$ cat src/rtl/lsu_pkg.sv
// Shared types, size codes and reset values for the load/store unit.
// LSU_MISALIGN_SPLIT_EN enables splitting misaligned halfwords into two byte accesses.
package lsu_pkg;

  typedef enum logic [1:0] {
    ST_IDLE = 2'd0,
    ST_ACC0 = 2'd1,
    ST_ACC1 = 2'd2,
    ST_FIN  = 2'd3
  } lsu_state_e;

  localparam logic SZ_BYTE = 1'b0;
  localparam logic SZ_HALF = 1'b1;

  localparam logic        RST_READY = 1'b1;
  localparam logic [15:0] RST_ADDR  = 16'h0000;
  localparam logic [15:0] RST_DATA  = 16'h0000;

  function automatic logic is_misaligned(input logic size, input logic [15:0] addr);
    return (size == SZ_HALF) && addr[0];
  endfunction

endpackage

$ cat src/rtl/lsu_load_align.sv
// Load result formatting: byte extraction with sign/zero extension and
// little-endian assembly of a halfword fetched as two byte accesses.
module lsu_load_align
  import lsu_pkg::*;
(
  input  logic        size,
  input  logic        sign_ext,
  input  logic        split,
  input  logic [15:0] data_out,
  input  logic [7:0]  low_byte,
  output logic [15:0] rdata
);

  always_comb begin
    rdata = data_out;
    if (split) begin
      rdata = {data_out[7:0], low_byte};
    end else if (size == SZ_BYTE) begin
      rdata = sign_ext ? {{8{data_out[7]}}, data_out[7:0]} : {8'h00, data_out[7:0]};
    end
  end

endmodule

$ cat src/rtl/load_store_unit.sv
// Load/store unit bridging a single-request CPU port to a byte/halfword memory.
// Build option LSU_MISALIGN_SPLIT_EN: split misaligned halfwords instead of rejecting them.
module load_store_unit
  import lsu_pkg::*;
(
  input  logic        CLK,
  input  logic        RESET,
  input  logic        req_valid,
  output logic        req_ready,
  input  logic        req_write,
  input  logic        req_size,
  input  logic        req_signed,
  input  logic [15:0] req_addr,
  input  logic [15:0] req_wdata,
  output logic        resp_valid,
  output logic [15:0] resp_rdata,
  output logic        resp_err,
  output logic        wmem,
  output logic [15:0] DAddress,
  output logic [15:0] DataIn,
  output logic        memc,
  input  logic [15:0] DataOut
);

  lsu_state_e  state;
  logic        lat_write;
  logic        lat_size;
  logic        lat_signed;
  logic        lat_split;
  logic [15:0] lat_addr;
  logic [15:0] lat_wdata;
  logic [7:0]  low_byte;
  logic [15:0] aligned_rdata;

  // Memory-side outputs are registered alongside the state so they change only on edges.
  always_ff @(posedge CLK or negedge RESET) begin
    if (!RESET) begin
      state      <= ST_IDLE;
      req_ready  <= RST_READY;
      wmem       <= 1'b0;
      memc       <= 1'b0;
      DAddress   <= RST_ADDR;
      DataIn     <= RST_DATA;
      resp_valid <= 1'b0;
      resp_err   <= 1'b0;
      lat_write  <= 1'b0;
      lat_size   <= SZ_BYTE;
      lat_signed <= 1'b0;
      lat_split  <= 1'b0;
      lat_addr   <= RST_ADDR;
      lat_wdata  <= RST_DATA;
      low_byte   <= 8'h00;
    end else begin
      case (state)
        ST_IDLE: begin
          if (req_valid) begin
            lat_write  <= req_write;
            lat_size   <= req_size;
            lat_signed <= req_signed;
            lat_split  <= is_misaligned(req_size, req_addr);
            lat_addr   <= req_addr;
            lat_wdata  <= req_wdata;
            req_ready  <= 1'b0;
            if (is_misaligned(req_size, req_addr)) begin
`ifdef LSU_MISALIGN_SPLIT_EN
              state    <= ST_ACC0;
              wmem     <= req_write;
              memc     <= SZ_BYTE;
              DAddress <= req_addr;
              DataIn   <= {8'h00, req_wdata[7:0]};
`else
              state      <= ST_FIN;
              resp_valid <= 1'b1;
              resp_err   <= 1'b1;
`endif
            end else begin
              state    <= ST_ACC0;
              wmem     <= req_write;
              memc     <= req_size;
              DAddress <= req_addr;
              DataIn   <= req_wdata;
            end
          end
        end

        ST_ACC0: begin
          if (lat_split) begin
            state    <= ST_ACC1;
            DAddress <= lat_addr + 16'd1;
            DataIn   <= {8'h00, lat_wdata[15:8]};
          end else begin
            state      <= ST_FIN;
            wmem       <= 1'b0;
            resp_valid <= 1'b1;
          end
        end

        // DataOut now holds the byte read by the first half of the split access.
        ST_ACC1: begin
          low_byte   <= DataOut[7:0];
          state      <= ST_FIN;
          wmem       <= 1'b0;
          resp_valid <= 1'b1;
        end

        ST_FIN: begin
          state      <= ST_IDLE;
          req_ready  <= RST_READY;
          wmem       <= 1'b0;
          memc       <= 1'b0;
          DAddress   <= RST_ADDR;
          DataIn     <= RST_DATA;
          resp_valid <= 1'b0;
          resp_err   <= 1'b0;
        end

        default: state <= ST_IDLE;
      endcase
    end
  end

  lsu_load_align u_align (
    .size     (lat_size),
    .sign_ext (lat_signed),
    .split    (lat_split),
    .data_out (DataOut),
    .low_byte (low_byte),
    .rdata    (aligned_rdata)
  );

  // DataOut is only meaningful during FIN, so the load result is formed combinationally there.
  assign resp_rdata = (resp_valid && !resp_err && !lat_write) ? aligned_rdata : 16'h0000;

endmodule
$ cat config.mk
export PLATFORM = sky130hd
export DESIGN_NAME = load_store_unit
export DESIGN_NICKNAME = d
export VERILOG_FILES = /design/src/rtl/lsu_pkg.sv /design/src/rtl/lsu_load_align.sv /design/src/rtl/load_store_unit.sv
export SDC_FILE = /design/constraint.sdc
export NUM_CORES = 1
export LEC_CHECK = 0
export CAP_MARGIN = 20
export CORE_MARGIN = 2
export CORE_UTILIZATION = 44
export DETAILED_ROUTE_END_ITERATION = 7
export PLACE_DENSITY = 0.77
export SLEW_MARGIN = 20
export SYNTH_ARGS = -nofsm -noshare
export SYNTH_HDL_FRONTEND = slang
export SYNTH_SLANG_ARGS = --single-unit
$ cat constraint.sdc
create_clock -name CLK -period 1.95 [get_ports CLK]
set_clock_uncertainty 0.05 [all_clocks]
set_input_delay 0.39 -clock CLK [delete_from_list [all_inputs] [get_ports CLK]]
set_output_delay 0.39 -clock CLK [all_outputs]
set_load 0.02 [all_outputs]
==> flow_metrics.env <==
export IMPL_status="finished with violations"
export IMPL_violations="setup timing"
export IMPL_drive_above_1_share=0.345
export IMPL_place_congestion=0.872
export IMPL_die_area_um2=9450
export IMPL_yosys_cell_types_count=33
export IMPL_mostFrequentLayoutCell="clkdlybuf4s50_1"
export IMPL_finalHoldViolCount=0
export IMPL_multiInputGateArea_um2=2070
export IMPL_dr_pass1_iters=4
export IMPL_maxCapViolations=0
export IMPL_worst_pin_slew_ns=0.445
export IMPL_clk_pin_slew_ns=0.08
export IMPL_fp_row_count=34
export IMPL_nFillCells=639
export IMPL_cts_max_level=3
export IMPL_drc=0
export IMPL_r2r_cells=8
export IMPL_critPathLaunchType="flop"
export IMPL_crit_reg2reg_launch="state[0]"
export IMPL_met2_usage=0.343
export IMPL_die_w_um=97.2
export IMPL_cts_buffers=9
export IMPL_diodes=0
export IMPL_grt_busiest_layer="met2"
export IMPL_fmax_mhz=490
export IMPL_seq_area_frac_synth=0.491
export IMPL_grtUsageTotal=0.206
export IMPL_grt_pass1_wl_mm=15.7
export IMPL_seqCellArea_um2=1880
export IMPL_setup_viol=16
export IMPL_die_y_um=97.2
export IMPL_worst_path_max_fanout=8
export IMPL_initial_utilization=0.445
export IMPL_post_drt_wl_per_cell_um=16.9
export IMPL_crit_path_end_kind="output port"
export IMPL_cts_tree="yes"
export IMPL_clockBufferDepth=2
export IMPL_hold_path_class="in -> async"
export IMPL_grt_pass1_vias=3269
export IMPL_grt_max_degree=34
export IMPL_clock_sinks=75
export IMPL_power_leakage_uw=0.00248
export IMPL_finalCriticalPeriod_ns=2.04
export IMPL_root_buffer="clkbuf_8"
export IMPL_vias=3295
export IMPL_crit_type="reg -> out"
export IMPL_syn_inst=365
export IMPL_worst_slack_ns=-0.0910
export IMPL_stdcell_count=612
export IMPL_use_met1=0.265
export IMPL_met3_usage=0.0345
export IMPL_ys_warn_count=0
export IMPL_drtAntennaViolNets=0
export IMPL_slew_violations=0
export IMPL_antenna_found_initial=0
export IMPL_setup_tns_ns=-0.742
export IMPL_core_area_um2=8590
export IMPL_dp_cells=586
export IMPL_syn_area_um2=3820
export IMPL_grt_overflow_total=0
export IMPL_clock_latency_ns=0.37
export IMPL_p_per_area_nw_per_um2=1910
export IMPL_synth_area_per_cell_um2=10.5
export IMPL_min_period_over_period=1.05
export IMPL_io_pin_count=107
export IMPL_dp_hpwl_mm=6.80
export IMPL_via_per_inst=5.38
export IMPL_slew_headroom=0.703
export IMPL_final_cell_mix="clkdlybuf4s50_1 (87), dfrtp_1 (74), nor2_1 (49)"
export IMPL_critPathArrivalTime_ns=1.60
export IMPL_placement_io_buffers=106
export IMPL_final_nets=560
export IMPL_syn_nets=426
export IMPL_peakVddDrop_mv=0.887
export IMPL_r2r_setup_slack_ns=0.09
export IMPL_synth_seq_cells=75
export IMPL_drt_first_iter_violations=130
export IMPL_drt_total_wl_mm=10.3
export IMPL_rsz0062_at_grt="true"
export IMPL_r2r_end="DAddress[0]"
export IMPL_syn_to_final_growth_pct=53.3
export IMPL_required_ns=1.51
-- logic make-up after synthesis --
logic type                 after synthesis  synth area share
AOI/OAI and AO/OA                       49             0.117
DFF                                     75             0.491
muxes                                   44             0.127
buffers and inverters                   29            0.0383
and+or+nand+nor                        147             0.171
adders and majority gates                7            0.0229
xor gates and xnor gates                14            0.0321
-- what timing repair did --
action,CTS,global route
endpoints found under the hold margin,18,0
resized for setup,98,75
hold buffers,1,0
pin swaps,2,18
buffers inserted,0,7
endpoints found under the setup margin,30,33
cloned,1,1
-- worst max-delay path: stages (launching register included) --
cell and delay, ns:
dfrtp_1 0.38, buf_4 0.15, a21oi_4 0.13, buf_12 0.15, nor3_2 0.05, a21oi_2 0.18, nor2_4 0.07, buf_6 0.13
-- routing by layer --
layer  vias to the layer above  wire length, um
li1                       1547                -
met1                      1635             4440
met2                        95             5240
met3                        18              388
met4                         0              248
met5                         -                0
-- where the power goes --
group | internal (uW) | leakage [uW] | total, uW | switching [uW]
registers | 2360 | 0.000898 | 2910 | 551
clock network | 613 | 0.000102 | 1260 | 643
logic | 3420 | 0.00148 | 7020 | 3600
total | 6390 | 0.00248 | 11200 | 4800
-- metrics by stage --
stage           util  hold WS (ns)  worst slack, ns  area (um^2)  power (uW)
3_3_place_gp   0.607         0.235           -0.546         5220        8610
2_1_floorplan      -        0.0444          -0.0250         3820        6510
3_5_place_dp   0.607         0.240           -0.646         5220        8810
5_1_grt        0.682         0.410           -0.135         5860       11900
4_1_cts        0.634         0.398          -0.0512         5450       10200
6_report       0.682         0.396          -0.0910         5860       11200
-- flip-flops by register name, indices dropped and copies added (netlist names), 2 cells and up --
register   count
DAddress      16
DataIn        16
lat_addr      16
lat_wdata      8
low_byte       8
state          2
-- synth_stat cells, drive strengths merged --
library cell / number / area share
a311oi: 1 / 0.0023
buf: 13 / 0.023
dfrtp: 74 / 0.48
nor2: 66 / 0.065
nor4: 4 / 0.0065
a21o: 2 / 0.0039
or3: 2 / 0.0033
a22o: 1 / 0.0023
a221oi: 21 / 0.076
mux2i: 9 / 0.024
nand2: 29 / 0.029
clkbuf: 9 / 0.0088
dfstp: 1 / 0.0069
inv: 7 / 0.0069
nand3: 18 / 0.024
nor3b: 3 / 0.0059
o211ai: 1 / 0.0020
nand4: 2 / 0.0049
xor2: 11 / 0.025
o21ai: 5 / 0.0065
nor2b: 10 / 0.016
xnor2: 3 / 0.0069
nor3: 13 / 0.017
ha: 7 / 0.023
mux2: 35 / 0.10
a21oi: 18 / 0.025
-- cell type report --
| type | instances | share of cell area |
|---|---|---|
| clock buffer | 9 | 0.0211 |
| tap | 108 | 0.0231 |
| clock inverter | 7 | 0.0143 |
| timing repair buffer | 145 | 0.263 |
| inverter | 7 | 0.00448 |
| sequential | 75 | 0.320 |
| multi-input combinational | 261 | 0.353 |
-- worst max-delay path by stage --
stage          slack, ns        from              to
6_report           -0.09    lat_size  resp_rdata[14]
5_1_grt            -0.13    lat_size  resp_rdata[14]
4_1_cts            -0.05   lat_write   resp_rdata[6]
3_5_place_dp       -0.65  DataOut[7]  resp_rdata[12]
3_3_place_gp       -0.55  DataOut[7]  resp_rdata[15]
2_1_floorplan      -0.03  resp_valid  resp_rdata[10]
Power figures use the tool's default switching activity.
